File: config.mk
export PLATFORM = sky130hd
export DESIGN_NAME = systolic_operand_feeder_flat
export DESIGN_NICKNAME = d
export VERILOG_FILES = /design/src/rtl/systolic_pkg.sv /design/src/rtl/systolic_operand_feeder_if.sv /design/src/rtl/operand_bank.sv /design/src/rtl/systolic_operand_feeder.sv /design/src/flat_wrapper.sv
export SDC_FILE = /design/constraint.sdc
export NUM_CORES = 1
export LEC_CHECK = 0
export ABC_CLOCK_PERIOD_IN_PS = 14600
export CAP_MARGIN = 5
export CORE_MARGIN = 5
export CORE_UTILIZATION = 40
export DETAILED_ROUTE_END_ITERATION = 7
export GPL_ROUTABILITY_DRIVEN = 0
export GPL_TIMING_DRIVEN = 0
export SLEW_MARGIN = 30
export SYNTH_ARGS = -nofsm -noshare
export SYNTH_HDL_FRONTEND = slang
export SYNTH_SLANG_ARGS = --single-unit
File: constraint.sdc
create_clock -name clk -period 14.6 [get_ports clk]
set_input_delay 1.46 -clock clk [delete_from_list [all_inputs] [get_ports clk]]
set_output_delay 1.46 -clock clk [all_outputs]
set_load 0.02 [all_outputs]
File: src/rtl/systolic_pkg.sv
// Shared constants and types for the 3x3 systolic matmul slice
// (operand feeder, PE array, result drain).
package systolic_pkg;

    localparam int N            = 3;
    localparam int DW           = 8;
    localparam int STREAM_BEATS = 3 * N - 2;
    localparam int TW           = $clog2(3 * N - 1);
    localparam int RW           = $clog2(N);
    localparam int LD_ROW_W     = 2;

    localparam logic LD_SEL_A = 1'b0;
    localparam logic LD_SEL_B = 1'b1;

    typedef enum logic [1:0] {
        IDLE,
        CLEAR,
        STREAM,
        DONE
    } feeder_state_t;

endpackage

File: src/rtl/systolic_operand_feeder_if.sv
// Host load/start bus plus array-edge outputs of the operand feeder.
interface systolic_operand_feeder_if;
    import systolic_pkg::*;

    logic                ld_valid;
    logic                ld_ready;
    logic                ld_sel;
    logic [LD_ROW_W-1:0] ld_row;
    logic [N*DW-1:0]     ld_data;
    logic                start;
    logic                feed_stall;
    logic [N*DW-1:0]     a_edge;
    logic [N*DW-1:0]     b_edge;
    logic                edge_valid;
    logic                acc_clear;
    logic                busy;
    logic                done;
    logic                start_err;

    modport master (
        output ld_valid, ld_sel, ld_row, ld_data, start, feed_stall,
        input  ld_ready, a_edge, b_edge, edge_valid, acc_clear, busy, done, start_err
    );

    modport slave (
        input  ld_valid, ld_sel, ld_row, ld_data, start, feed_stall,
        output ld_ready, a_edge, b_edge, edge_valid, acc_clear, busy, done, start_err
    );

endinterface

File: src/rtl/operand_bank.sv
// NxN operand register file: whole-row writes, N element-addressed read ports,
// and a per-row loaded mask.
module operand_bank
    import systolic_pkg::*;
(
    input  logic            clk,
    input  logic            reset,
    input  logic            wr_en,
    input  logic [RW-1:0]   wr_row,
    input  logic [N*DW-1:0] wr_data,
    input  logic [RW-1:0]   rd_row [N],
    input  logic [RW-1:0]   rd_col [N],
    output logic [DW-1:0]   rd_data [N],
    output logic [N-1:0]    mask
);

    logic [DW-1:0] mem [N][N];

    always_ff @(posedge clk or posedge reset) begin
        if (reset) begin
            mask <= '0;
            for (int r = 0; r < N; r++)
                for (int c = 0; c < N; c++)
                    mem[r][c] <= '0;
        end else if (wr_en) begin
            mask[wr_row] <= 1'b1;
            for (int c = 0; c < N; c++)
                mem[wr_row][c] <= wr_data[c*DW +: DW];
        end
    end

    always_comb begin
        for (int p = 0; p < N; p++)
            rd_data[p] = mem[rd_row[p]][rd_col[p]];
    end

endmodule

File: src/rtl/systolic_operand_feeder.sv
// Holds matrices A and B and streams them diagonally skewed onto the
// left (A) and top (B) edges of the systolic array.
//
// state  | meaning
// IDLE   | accept row loads, wait for start
// CLEAR  | issue one acc_clear beat to the PEs
// STREAM | issue skew beats t = 0 .. 3N-3
// DONE   | one-cycle completion pulse
module systolic_operand_feeder
    import systolic_pkg::*;
(
    input logic                        clk,
    input logic                        reset,
    systolic_operand_feeder_if.slave   bus
);

    localparam logic [TW-1:0] T_LAST = TW'(STREAM_BEATS - 1);

    feeder_state_t   state, state_d;
    logic [TW-1:0]   t_q, t_d;
    logic [N*DW-1:0] a_edge_q, a_edge_d, b_edge_q, b_edge_d;
    logic            edge_valid_q, edge_valid_d;
    logic            acc_clear_q, acc_clear_d;
    logic            done_q, done_d;
    logic            start_err_q, start_err_d;

    logic [N-1:0]    a_mask, b_mask;
    logic            masks_full, ld_fire;
    logic [TW-1:0]   lane_k [N];
    logic [N-1:0]    lane_live;
    logic [RW-1:0]   a_rd_row [N], a_rd_col [N], b_rd_row [N], b_rd_col [N];
    logic [DW-1:0]   a_rd [N], b_rd [N];
    logic [N*DW-1:0] skew_a, skew_b;

    assign masks_full = (&a_mask) && (&b_mask);
    assign ld_fire    = bus.ld_valid && (state == IDLE) && (bus.ld_row < LD_ROW_W'(N));

    operand_bank u_bank_a (
        .clk     (clk),
        .reset   (reset),
        .wr_en   (ld_fire && (bus.ld_sel == LD_SEL_A)),
        .wr_row  (bus.ld_row[RW-1:0]),
        .wr_data (bus.ld_data),
        .rd_row  (a_rd_row),
        .rd_col  (a_rd_col),
        .rd_data (a_rd),
        .mask    (a_mask)
    );

    operand_bank u_bank_b (
        .clk     (clk),
        .reset   (reset),
        .wr_en   (ld_fire && (bus.ld_sel == LD_SEL_B)),
        .wr_row  (bus.ld_row[RW-1:0]),
        .wr_data (bus.ld_data),
        .rd_row  (b_rd_row),
        .rd_col  (b_rd_col),
        .rd_data (b_rd),
        .mask    (b_mask)
    );

    // Lane l carries inner index k = t - l; lanes outside 0..N-1 emit zero.
    always_comb begin
        for (int l = 0; l < N; l++) begin
            lane_k[l]    = t_q - TW'(l);
            lane_live[l] = (t_q >= TW'(l)) && (lane_k[l] < TW'(N));
            a_rd_row[l]  = RW'(l);
            a_rd_col[l]  = lane_live[l] ? lane_k[l][RW-1:0] : '0;
            b_rd_row[l]  = lane_live[l] ? lane_k[l][RW-1:0] : '0;
            b_rd_col[l]  = RW'(l);
            skew_a[l*DW +: DW] = lane_live[l] ? a_rd[l] : '0;
            skew_b[l*DW +: DW] = lane_live[l] ? b_rd[l] : '0;
        end
    end

    always_ff @(posedge clk or posedge reset) begin
        if (reset) begin
            state        <= IDLE;
            t_q          <= '0;
            a_edge_q     <= '0;
            b_edge_q     <= '0;
            edge_valid_q <= 1'b0;
            acc_clear_q  <= 1'b0;
            done_q       <= 1'b0;
            start_err_q  <= 1'b0;
        end else begin
            state        <= state_d;
            t_q          <= t_d;
            a_edge_q     <= a_edge_d;
            b_edge_q     <= b_edge_d;
            edge_valid_q <= edge_valid_d;
            acc_clear_q  <= acc_clear_d;
            done_q       <= done_d;
            start_err_q  <= start_err_d;
        end
    end

    always_comb begin
        state_d = state;
        case (state)
            IDLE:    if (bus.start && masks_full) state_d = CLEAR;
            CLEAR:   if (!bus.feed_stall) state_d = STREAM;
            STREAM:  if (!bus.feed_stall && (t_q == T_LAST)) state_d = DONE;
            DONE:    state_d = IDLE;
            default: state_d = IDLE;
        endcase
    end

    // Stalled beats hold t and edge data so the pending beat is re-issued intact.
    always_comb begin
        t_d          = t_q;
        a_edge_d     = a_edge_q;
        b_edge_d     = b_edge_q;
        edge_valid_d = 1'b0;
        acc_clear_d  = 1'b0;
        done_d       = 1'b0;
        start_err_d  = 1'b0;
        case (state)
            IDLE: begin
                a_edge_d    = '0;
                b_edge_d    = '0;
                start_err_d = bus.start && !masks_full;
            end
            CLEAR: if (!bus.feed_stall) begin
                acc_clear_d = 1'b1;
                a_edge_d    = '0;
                b_edge_d    = '0;
                t_d         = '0;
            end
            STREAM: if (!bus.feed_stall) begin
                edge_valid_d = 1'b1;
                a_edge_d     = skew_a;
                b_edge_d     = skew_b;
                if (t_q != T_LAST) t_d = t_q + 1'b1;
            end
            DONE: begin
                done_d   = 1'b1;
                a_edge_d = '0;
                b_edge_d = '0;
            end
            default: ;
        endcase
    end

    assign bus.a_edge     = a_edge_q;
    assign bus.b_edge     = b_edge_q;
    assign bus.edge_valid = edge_valid_q;
    assign bus.acc_clear  = acc_clear_q;
    assign bus.done       = done_q;
    assign bus.start_err  = start_err_q;
    assign bus.busy       = (state != IDLE);
    assign bus.ld_ready   = (state == IDLE);

endmodule

File: src/flat_wrapper.sv
// flat-port wrapper written by rule: the top's interface ports become plain ports
module systolic_operand_feeder_flat import systolic_pkg::*;
  (clk, reset, bus_ld_valid, bus_ld_sel, bus_ld_row, bus_ld_data, bus_start, bus_feed_stall, bus_ld_ready, bus_a_edge, bus_b_edge, bus_edge_valid, bus_acc_clear, bus_busy, bus_done, bus_start_err);
  systolic_operand_feeder_if bus_i ();
  input logic clk;
  input logic reset;
  input wire logic [$bits(bus_i.ld_valid)-1:0] bus_ld_valid;
  input wire logic [$bits(bus_i.ld_sel)-1:0] bus_ld_sel;
  input wire logic [$bits(bus_i.ld_row)-1:0] bus_ld_row;
  input wire logic [$bits(bus_i.ld_data)-1:0] bus_ld_data;
  input wire logic [$bits(bus_i.start)-1:0] bus_start;
  input wire logic [$bits(bus_i.feed_stall)-1:0] bus_feed_stall;
  output wire logic [$bits(bus_i.ld_ready)-1:0] bus_ld_ready;
  output wire logic [$bits(bus_i.a_edge)-1:0] bus_a_edge;
  output wire logic [$bits(bus_i.b_edge)-1:0] bus_b_edge;
  output wire logic [$bits(bus_i.edge_valid)-1:0] bus_edge_valid;
  output wire logic [$bits(bus_i.acc_clear)-1:0] bus_acc_clear;
  output wire logic [$bits(bus_i.busy)-1:0] bus_busy;
  output wire logic [$bits(bus_i.done)-1:0] bus_done;
  output wire logic [$bits(bus_i.start_err)-1:0] bus_start_err;
  assign bus_i.ld_valid = bus_ld_valid;
  assign bus_i.ld_sel = bus_ld_sel;
  assign bus_i.ld_row = bus_ld_row;
  assign bus_i.ld_data = bus_ld_data;
  assign bus_i.start = bus_start;
  assign bus_i.feed_stall = bus_feed_stall;
  assign bus_ld_ready = bus_i.ld_ready;
  assign bus_a_edge = bus_i.a_edge;
  assign bus_b_edge = bus_i.b_edge;
  assign bus_edge_valid = bus_i.edge_valid;
  assign bus_acc_clear = bus_i.acc_clear;
  assign bus_busy = bus_i.busy;
  assign bus_done = bus_i.done;
  assign bus_start_err = bus_i.start_err;
  systolic_operand_feeder u_core (.clk(clk), .reset(reset), .bus(bus_i));
endmodule
==> metrics.cfg, run 1 <==
[status]
outcome = finished clean

[sta]
max_freq_mhz = 287
period_needed_ns = 3.49
fin_skew_ns = 0.00469
setup_violations = 0
worst_slack_ns = 11.11
slew_viol_final = 0
fin_setup_tns_ns = 0
holdWs_ns = 0.466
period_share_pct = 23.9
tightest_slew_ns = 0.852
rsz0062_at_grt = false
hold_violations = 0
slew-limit-headroom_pct = 43.0

[synthesis]
synth_common_cells = 207 x dfrtp_1, 136 x mux2_2, 67 x nand2_1
netlist_area_um2 = 9220
seq_area_frac_synth_pct = 56.2
synth_cell_types = 56
ys_ff_latch = 207
synth_top_area_share_pct = 56.2
yosysMostFrequentCell = dfrtp_1
synth_area_per_cell_um2 = 12.8
synth_top_area_cell = dfrtp_1
synth_edf_count = 0
syn_inst = 718
synth_nets = 761
ys_warn_count = 0
synth_area_leaders = dfrtp_1 56%, mux2_2 17%, nand2_1 2.7%
synthArstFlopShare_pct = 100
ys.flop_type = dfrtp_1

[routing]
drt_pass1_iterations = 5
drc = 0
vias = 6323
wl_per_cell_um = 22.6
drt-total-wl_um = 25600
detail-route-antenna-nets = 0
drt-initial-drc-count = 474
via_per_inst = 5.60

[power]
switching_share_pct = 34.4
vdd_drop_max_v = 0.0000931
power_density_nw_per_um2 = 200
combPwrFrac_pct = 34.0
clkPwrFrac_pct = 24.3
p_int_mw = 1.47
p_leak_nw = 4.77
switching_power_mw = 0.772
pwr-share-seq_pct = 41.8

[finish]
area_growth_pct = 21.3
fillers = 1970
instances_no_fill = 1130
final_layout_size_suffix_gt1_share_pct = 27.5
final_net_count = 872
final_core_util_pct = 49.4

[place]
port_buffers = 84
dp_slack_ns = 11.09
place_inst = 1089
hpwl_um = 17900

[cts]
cts.sinks = 207
htree_levels = 1
cts-root-buf = clkbuf_16
clkTransAtPathRegs_ns = 0.06
cts_tree = yes
cts_resized = 0
clockBufferDepth = 3
cts_buffers = 23
clkLatencyLatePin_ns = 0.50
ctsHoldBuffers = 0
cts_setup_buffers = 0

[floorplan]
die_h_um = 162
core_um2 = 22600
core.rowCount = 55
dieArea_um2 = 26200
io_pins = 86
start_util_pct = 40.7
die_w_um = 162

[global_route]
grt_max_degree = 96
antenna_found_initial = 1
grt.total_usage_pct = 19.5
grt-busiest-layer = met2
use_met1_pct = 27.1
grt_use_met3_pct = 3.55
grt_pass1_wl_um = 39700
overflow = 0
grtUsageMet2_pct = 31.9
grt_pass1_vias = 6732

[run]
cap_violations = 0

[worst_hold_path]
hold_path_class = register to register

[critical_path]
arrival_ns = 2.03
startpoint_type = register
critPathRequiredTime_ns = 13.14
critPathCaptureType = primary output
critPathMaxFanout = 6
worst-setup-path-type = register to primary output

cells in the final DEF, fill, tap and decap left out, types with 11 or more instances in the layout:
cell	Yosys	layout
a21o_1	15	15
a21oi_1	20	20
a32o_1	15	15
a32oi_1	16	16
buf_2	15	15
clkbuf_1	10	16
clkbuf_16	0	23
clkdlybuf4s50_1	0	84
dfrtp_1	207	207
ha_1	11	11
inv_1	17	16
mux2_2	136	136
nand2_1	67	67
nand3_1	31	31
o21ai_0	35	35
metal layers:
metal	part of all wire [%]	wire, um
met1	44	11400
met2	48	12200
met3	5.4	1390
met4	2.5	641
met5	0	0
cell type report:
type / instances / area (um^2) / share of cell area (%)
multi-input combinational: 446 / 3670 / 32.8
sequential: 207 / 5180 / 46.3
inverter: 17 / 71.3 / 0.637
tap: 285 / 357 / 3.19
buffer: 48 / 307 / 2.74
clock inverter: 5 / 25.0 / 0.224
timing repair buffer: 86 / 896 / 8.01
clock buffer: 35 / 681 / 6.08
antenna: 1 / 2.50 / 0.0224
stage by stage:
| stage | total power, mW | instance area, um^2 |
|---|---|---|
| 4_1_cts | 2.26 | 11200 |
| 3_3_place_gp | 1.67 | 10400 |
| 6_report | 2.24 | 11200 |
| 3_5_place_dp | 1.70 | 10500 |
| 5_1_grt | 2.37 | 11200 |
| 2_1_floorplan | 1.43 | 9220 |
flip-flops by register name, summed over array words and instances (netlist names), 2 cells and up:
name and cells:
u_core.u_bank_a.mask 3, u_core.u_bank_b.mem 72, u_core.u_bank_a.mem 72, u_core.u_bank_b.mask 3
u_core.state 2, u_core.bus.b_edge 24, u_core.bus.a_edge 24, u_core.t_q 3
final timing paths:
| kind | start | endpoint | slack (ns) | depth (start not counted) |
|---|---|---|---|---|
| setup / recovery | u_core.state[0]$_DFFE_PP0P_ | bus_ld_ready | 11.11 | 3 |
| hold / removal | u_core.u_bank_a.mask[1]$_DFFE_PP0P_ | u_core.u_bank_a.mask[1]$_DFFE_PP0P_ | 0.47 | 1 |
| setup reg to reg | u_core.t_q[0]$_DFFE_PP0P_ | u_core.bus.b_edge[10]$_DFFE_PP0P_ | 11.48 | 10 |
| hold reg to reg | u_core.u_bank_a.mask[1]$_DFFE_PP0P_ | u_core.u_bank_a.mask[1]$_DFFE_PP0P_ | 0.47 | 1 |
| max in group asynchronous | reset | u_core.u_bank_b.mem[42]$_DFFE_PP0P_ | 12.53 | 3 |
| min in group asynchronous | reset | u_core.u_bank_a.mem[35]$_DFFE_PP0P_ | 1.33 | 2 |
critical path: stages (launching register included):
cell and delay (ns):
dfrtp_1 0.40, inv_1 0.11, ha_1 0.35, clkdlybuf4s50_1 0.68
power groups by stage:
stage	combinational [mW]	clock (mW)	sequential, mW
3_5_place_dp	0.763	0	0.942
4_1_cts	0.766	0.557	0.933
5_1_grt	0.830	0.579	0.961
3_3_place_gp	0.736	0	0.930
2_1_floorplan	0.501	0	0.929
6_report	0.761	0.544	0.936
cells by family (layout without fill, tap and decap cells):
group / after synthesis / in the layout / share of synthesized area, %
other: 0 / 1 / 0
muxes: 152 / 152 / 18.5
buffers and inverters: 65 / 191 / 4.02
AOI/OAI and AO/OA: 137 / 137 / 11.6
adders and majority gates: 11 / 11 / 1.49
xor gates and xnor gates: 1 / 1 / 0.0950
and+or+nand+nor: 145 / 145 / 8.20
DFF: 207 / 207 / 56.2
Power figures use the tool's default switching activity.
==> run 2, diff against run 1 <==
ABC_CLOCK_PERIOD_IN_PS = 3600   (was 14600)
clock period = 3.6 ns   (was 14.6 ns; I/O delays follow)
==> metrics.cfg, run 2 (synthesis gave the netlist of run 1 again) <==
[finish]
mostFrequentLayoutCell = dfrtp_1
seqCellArea_um2 = 5180
area_growth_pct = 22.5
fillers = 1964
multi_input_comb_area_um2 = 3670
final_net_count = 877
mostFrequentLayoutCells = 207 x dfrtp_1, 136 x mux2_2, 84 x clkdlybuf4s50_1
largestRegisters = u_core.u_bank_a.mem (72), u_core.u_bank_b.mem (72)
final_layout_size_suffix_gt1_share_pct = 27.6

[sta]
fin_setup_tns_ns = 0
slew_viol_final = 0
slew-limit-headroom_pct = 46.8
max_freq_mhz = 322
hold_violations = 0
period_needed_ns = 3.11
tightest_slew_ns = 0.795
setup_violations = 0
fin_skew_ns = 0.00853
rsz0062_at_grt = false
period_share_pct = 86.3

[place]
port_buffers = 84
hpwl_um = 18200

[global_route]
grt_pass1_wl_um = 40400
grt_max_degree = 32
grtUsageMet2_pct = 33.4
grt_pass1_vias = 6809
grt_use_met3_pct = 3.60
overflow = 0
antenna_found_initial = 0
use_met1_pct = 26.6
grt-busiest-layer = met2
grt.total_usage_pct = 19.8

[run]
cap_violations = 0

[critical_path]
arrival_ns = 3.52
critPathRequiredTime_ns = 4.02
critPathMaxFanout = 11
r2r_setup_slack_ns = 0.49
startpoint_type = register
worst-setup-path-type = register to register
r2r-start = u_core.t_q[0]$_DFFE_PP0P_
r2r_cells = 10
r2r-end = u_core.bus.b_edge[12]$_DFFE_PP0P_
critPathCaptureType = register

[routing]
drt-initial-drc-count = 297
wl_per_cell_um = 22.7
drt_pass1_iterations = 5
drc = 0
drt-total-wl_um = 25800
vias = 6367
via_per_inst = 5.61
detail-route-antenna-nets = 0

[floorplan]
start_util_pct = 40.7
core_um2 = 22600
dieArea_um2 = 26200
die_w_um = 162
io_pins = 86
core.rowCount = 55
die_h_um = 162

[cts]
cts_tree = yes
htree_levels = 1
cts_resized = 0
cts-root-buf = clkbuf_16
cts.sinks = 207
clkTransAtPathRegs_ns = 0.06
cts_buffers = 23
clockBufferDepth = 3
cts_setup_buffers = 0
clkLatencyLatePin_ns = 0.51
ctsHoldBuffers = 0

[power]
p_total_mw = 9.18
p_leak_nw = 4.80
power_density_nw_per_um2 = 813
vdd_drop_max_v = 0.000449

[worst_hold_path]
hold_path_class = input pin to async pin

[status]
outcome = finished clean

run 2: cell count changes in the layout (fill, tap and decap cells not counted), sizes merged:
cell | previous run | this run
clkinv | 5 | 1
buf | 38 | 43
bufinv | 0 | 1
clkbuf | 47 | 49
clkinvlp | 0 | 1
run 2: final cells by class:
| cell class | count | area share, % |
|---|---|---|
| buffer | 48 | 2.71 |
| sequential | 207 | 45.9 |
| inverter | 17 | 0.598 |
| timing repair buffer | 91 | 8.75 |
| clock buffer | 37 | 6.00 |
| tap | 285 | 3.16 |
| clock inverter | 3 | 0.388 |
| multi-input combinational | 446 | 32.5 |
| antenna | 1 | 0.0222 |
run 2: power breakdown:
group | switching [mW] | internal (mW)
Combinational | 1.70 | 1.40
Sequential | 0.520 | 3.27
Clock | 0.929 | 1.35
run 2: stage by stage:
stage                     hold WS [ns]  cell area (um^2)  instances  setup slack (ns)  util [%]
after global placement           0.446             10400       1087            -0.906      46.0
after detailed placement         0.445             10600       1094             0.613      46.7
after global routing             0.309             11300       1134             0.373      49.9
after CTS                        0.276             11300       1134             0.582      49.9
after floorplan                  0.426              9230        718             0.554         -
final                            0.262             11300       1135             0.493      49.9
run 2: critical path: stages (launching register included):
cell and delay, ns:
dfrtp_1 0.40, buf_4 0.18, inv_1 0.10, buf_2 0.25
buf_2 0.36, ha_1 0.28, nor2b_1 0.15, buf_1 0.39
clkbuf_1 0.49, nand3_1 0.16, a32oi_1 0.23
run 2: routing by layer:
layer  share of wire (%)  vias up
met5                   0        -
met3                 5.0       38
met1                  43     3323
met2                  49      142
met4                 2.2        0
li1                    -     2864
run 2: worst max-delay path by stage:
stage	from	end	slack [ns]	depth (start not counted)
2_1_floorplan	reset	u_core.bus.a_edge[0]$_DFFE_PP0P_	0.55	1
3_3_place_gp	reset	u_core.u_bank_b.mem[14]$_DFFE_PP0P_	-0.91	2
3_5_place_dp	u_core.t_q[0]$_DFFE_PP0P_	u_core.bus.b_edge[12]$_DFFE_PP0P_	0.61	10
4_1_cts	u_core.t_q[0]$_DFFE_PP0P_	u_core.bus.b_edge[12]$_DFFE_PP0P_	0.58	10
5_1_grt	u_core.t_q[0]$_DFFE_PP0P_	u_core.bus.b_edge[12]$_DFFE_PP0P_	0.37	10
6_report	u_core.t_q[0]$_DFFE_PP0P_	u_core.bus.b_edge[12]$_DFFE_PP0P_	0.49	10
==> run 3, diff against run 2 <==
DONT_BUFFER_PORTS = 1   (was not set)
GPL_TIMING_DRIVEN = not set   (was 0)
==> metrics.cfg, run 3 (synthesis gave the netlist of run 1 again) <==
[sta]
slew_viol_final = 0
fin_setup_tns_ns = 0
setup_violations = 0
fin_skew_ns = 0.0111
max_freq_mhz = 354
period_share_pct = 78.5
holdWs_ns = 0.0154
tightest_slew_ns = 0.938
hold_violations = 0
rsz0062_at_grt = false
slew-limit-headroom_pct = 37.4
worst_slack_ns = 0.775
period_needed_ns = 2.82

[finish]
final_layout_size_suffix_gt1_share_pct = 28.5
diodes = 0
mostFrequentLayoutCell = dfrtp_1
fillers = 1971
seqCellArea_um2 = 5180
area_growth_pct = 13.5
postLayoutCellArea_um2 = 10500
final_net_count = 781
multi_input_comb_area_um2 = 3670
largestRegisters = u_core.u_bank_a.mem (72), u_core.u_bank_b.mem (72)
mostFrequentLayoutCells = 207 x dfrtp_1, 136 x mux2_2, 67 x nand2_1

[cts]
cts_buffers = 23
clkLatencyLatePin_ns = 0.52
clockBufferDepth = 3
cts_resized = 0
htree_levels = 1
cts-root-buf = clkbuf_16
clkTransAtPathRegs_ns = 0.06
ctsHoldBuffers = 27
cts_tree = yes
cts_setup_buffers = 0
cts.sinks = 207

[floorplan]
dieArea_um2 = 26200
io_pins = 86
core_um2 = 22600
start_util_pct = 40.7
core.rowCount = 55
die_h_um = 162
die_w_um = 162

[place]
placed_area_um2 = 9420
hpwl_um = 15800
port_buffers = 0
dp_slack_ns = 0.807

[critical_path]
r2r-end = u_core.bus.b_edge[2]$_DFFE_PP0P_
r2r-start = u_core.t_q[2]$_DFFE_PP0P_
critPathRequiredTime_ns = 4.00
arrival_ns = 3.22
r2r_cells = 7
startpoint_type = register
worst-setup-path-type = register to register
r2r_setup_slack_ns = 0.78
critPathMaxFanout = 24
critPathCaptureType = register

[global_route]
grt_pass1_wl_um = 38300
overflow = 0
grt_max_degree = 92
grt.total_usage_pct = 18.7
grt_pass1_vias = 6241
antenna_found_initial = 2

[routing]
detail-route-antenna-nets = 0
drt-initial-drc-count = 410
vias = 6096
wl_per_cell_um = 23.8
via_per_inst = 5.86
drc = 0
drt-total-wl_um = 24700
drt_pass1_iterations = 5

[power]
vdd_drop_max_v = 0.000411
p_int_mw = 5.81
clkPwrFrac_pct = 26.4
switching_share_pct = 34.5
switching_power_mw = 3.06
combPwrFrac_pct = 28.9
p_leak_nw = 4.47
pwr-share-seq_pct = 44.8
power_density_nw_per_um2 = 848

[worst_hold_path]
worstHoldEndpoint = u_core.u_bank_b.mem[71]$_DFFE_PP0P_
hold_path_class = input pin to register
hold_start = bus_ld_data[7]
min_path_cells = 1

[run]
cap_violations = 0

[status]
outcome = finished clean

-- run 3: power groups by stage --
stage,Sequential [mW],Combinational [mW],Clock (mW)
global placement,3.95,2.40,0
CTS,3.97,2.57,2.38
finish,3.97,2.56,2.34
global route,4.08,2.81,2.47
detailed placement,4.00,2.50,0
floorplan,3.77,2.03,0
-- run 3: final cells by class --
| type | count | share of cell area, % |
|---|---|---|
| Clock buffer | 31 | 6.07 |
| Clock inverter | 11 | 1.16 |
| Inverter | 17 | 0.646 |
| Multi-Input combinational cell | 446 | 35.1 |
| Sequential cell | 207 | 49.5 |
| Tap cell | 285 | 3.41 |
| Timing Repair Buffer | 43 | 4.09 |
-- run 3: metrics by stage --
stage / power, mW / utilization [%] / instances
floorplan: 5.80 / - / 718
global placement: 6.35 / 41.6 / 970
detailed placement: 6.51 / 41.6 / 970
CTS: 8.92 / 46.1 / 1039
global route: 9.36 / 46.2 / 1040
finish: 8.87 / 46.2 / 1040
-- run 3: worst max-delay path by stage --
| stage | startpoint | cells after the start | to |
|---|---|---|---|
| 3_5_place_dp | u_core.t_q[0]$_DFFE_PP0P_ | 6 | u_core.bus.b_edge[9]$_DFFE_PP0P_ |
| 2_1_floorplan | reset | 1 | u_core.bus.a_edge[0]$_DFFE_PP0P_ |
| 5_1_grt | u_core.t_q[0]$_DFFE_PP0P_ | 6 | u_core.bus.b_edge[8]$_DFFE_PP0P_ |
| 6_report | u_core.t_q[2]$_DFFE_PP0P_ | 7 | u_core.bus.b_edge[2]$_DFFE_PP0P_ |
| 3_3_place_gp | u_core.t_q[2]$_DFFE_PP0P_ | 7 | u_core.bus.b_edge[6]$_DFFE_PP0P_ |
| 4_1_cts | u_core.t_q[0]$_DFFE_PP0P_ | 6 | u_core.bus.b_edge[9]$_DFFE_PP0P_ |
-- run 3: metal layers --
| layer | track usage (%) | routed length, um | vias up | part of all wire, % |
|---|---|---|---|---|
| met5 | 0 | 13 | - | 0.053 |
| met4 | 5.81 | 696 | 2 | 2.8 |
| met3 | 4.42 | 1930 | 57 | 7.8 |
| met2 | 30.5 | 11700 | 207 | 47 |
| met1 | 24.9 | 10400 | 3165 | 42 |
| li1 | - | - | 2665 | - |
-- run 3: worst max-delay path, cell delays in order, from the launching register on --
cell	delay, ns
dfrtp_1	0.67
inv_1	0.17
ha_1	0.26
a21oi_1	0.24
nand2_1	0.56
buf_4	0.40
a21o_1	0.17
a32o_1	0.25
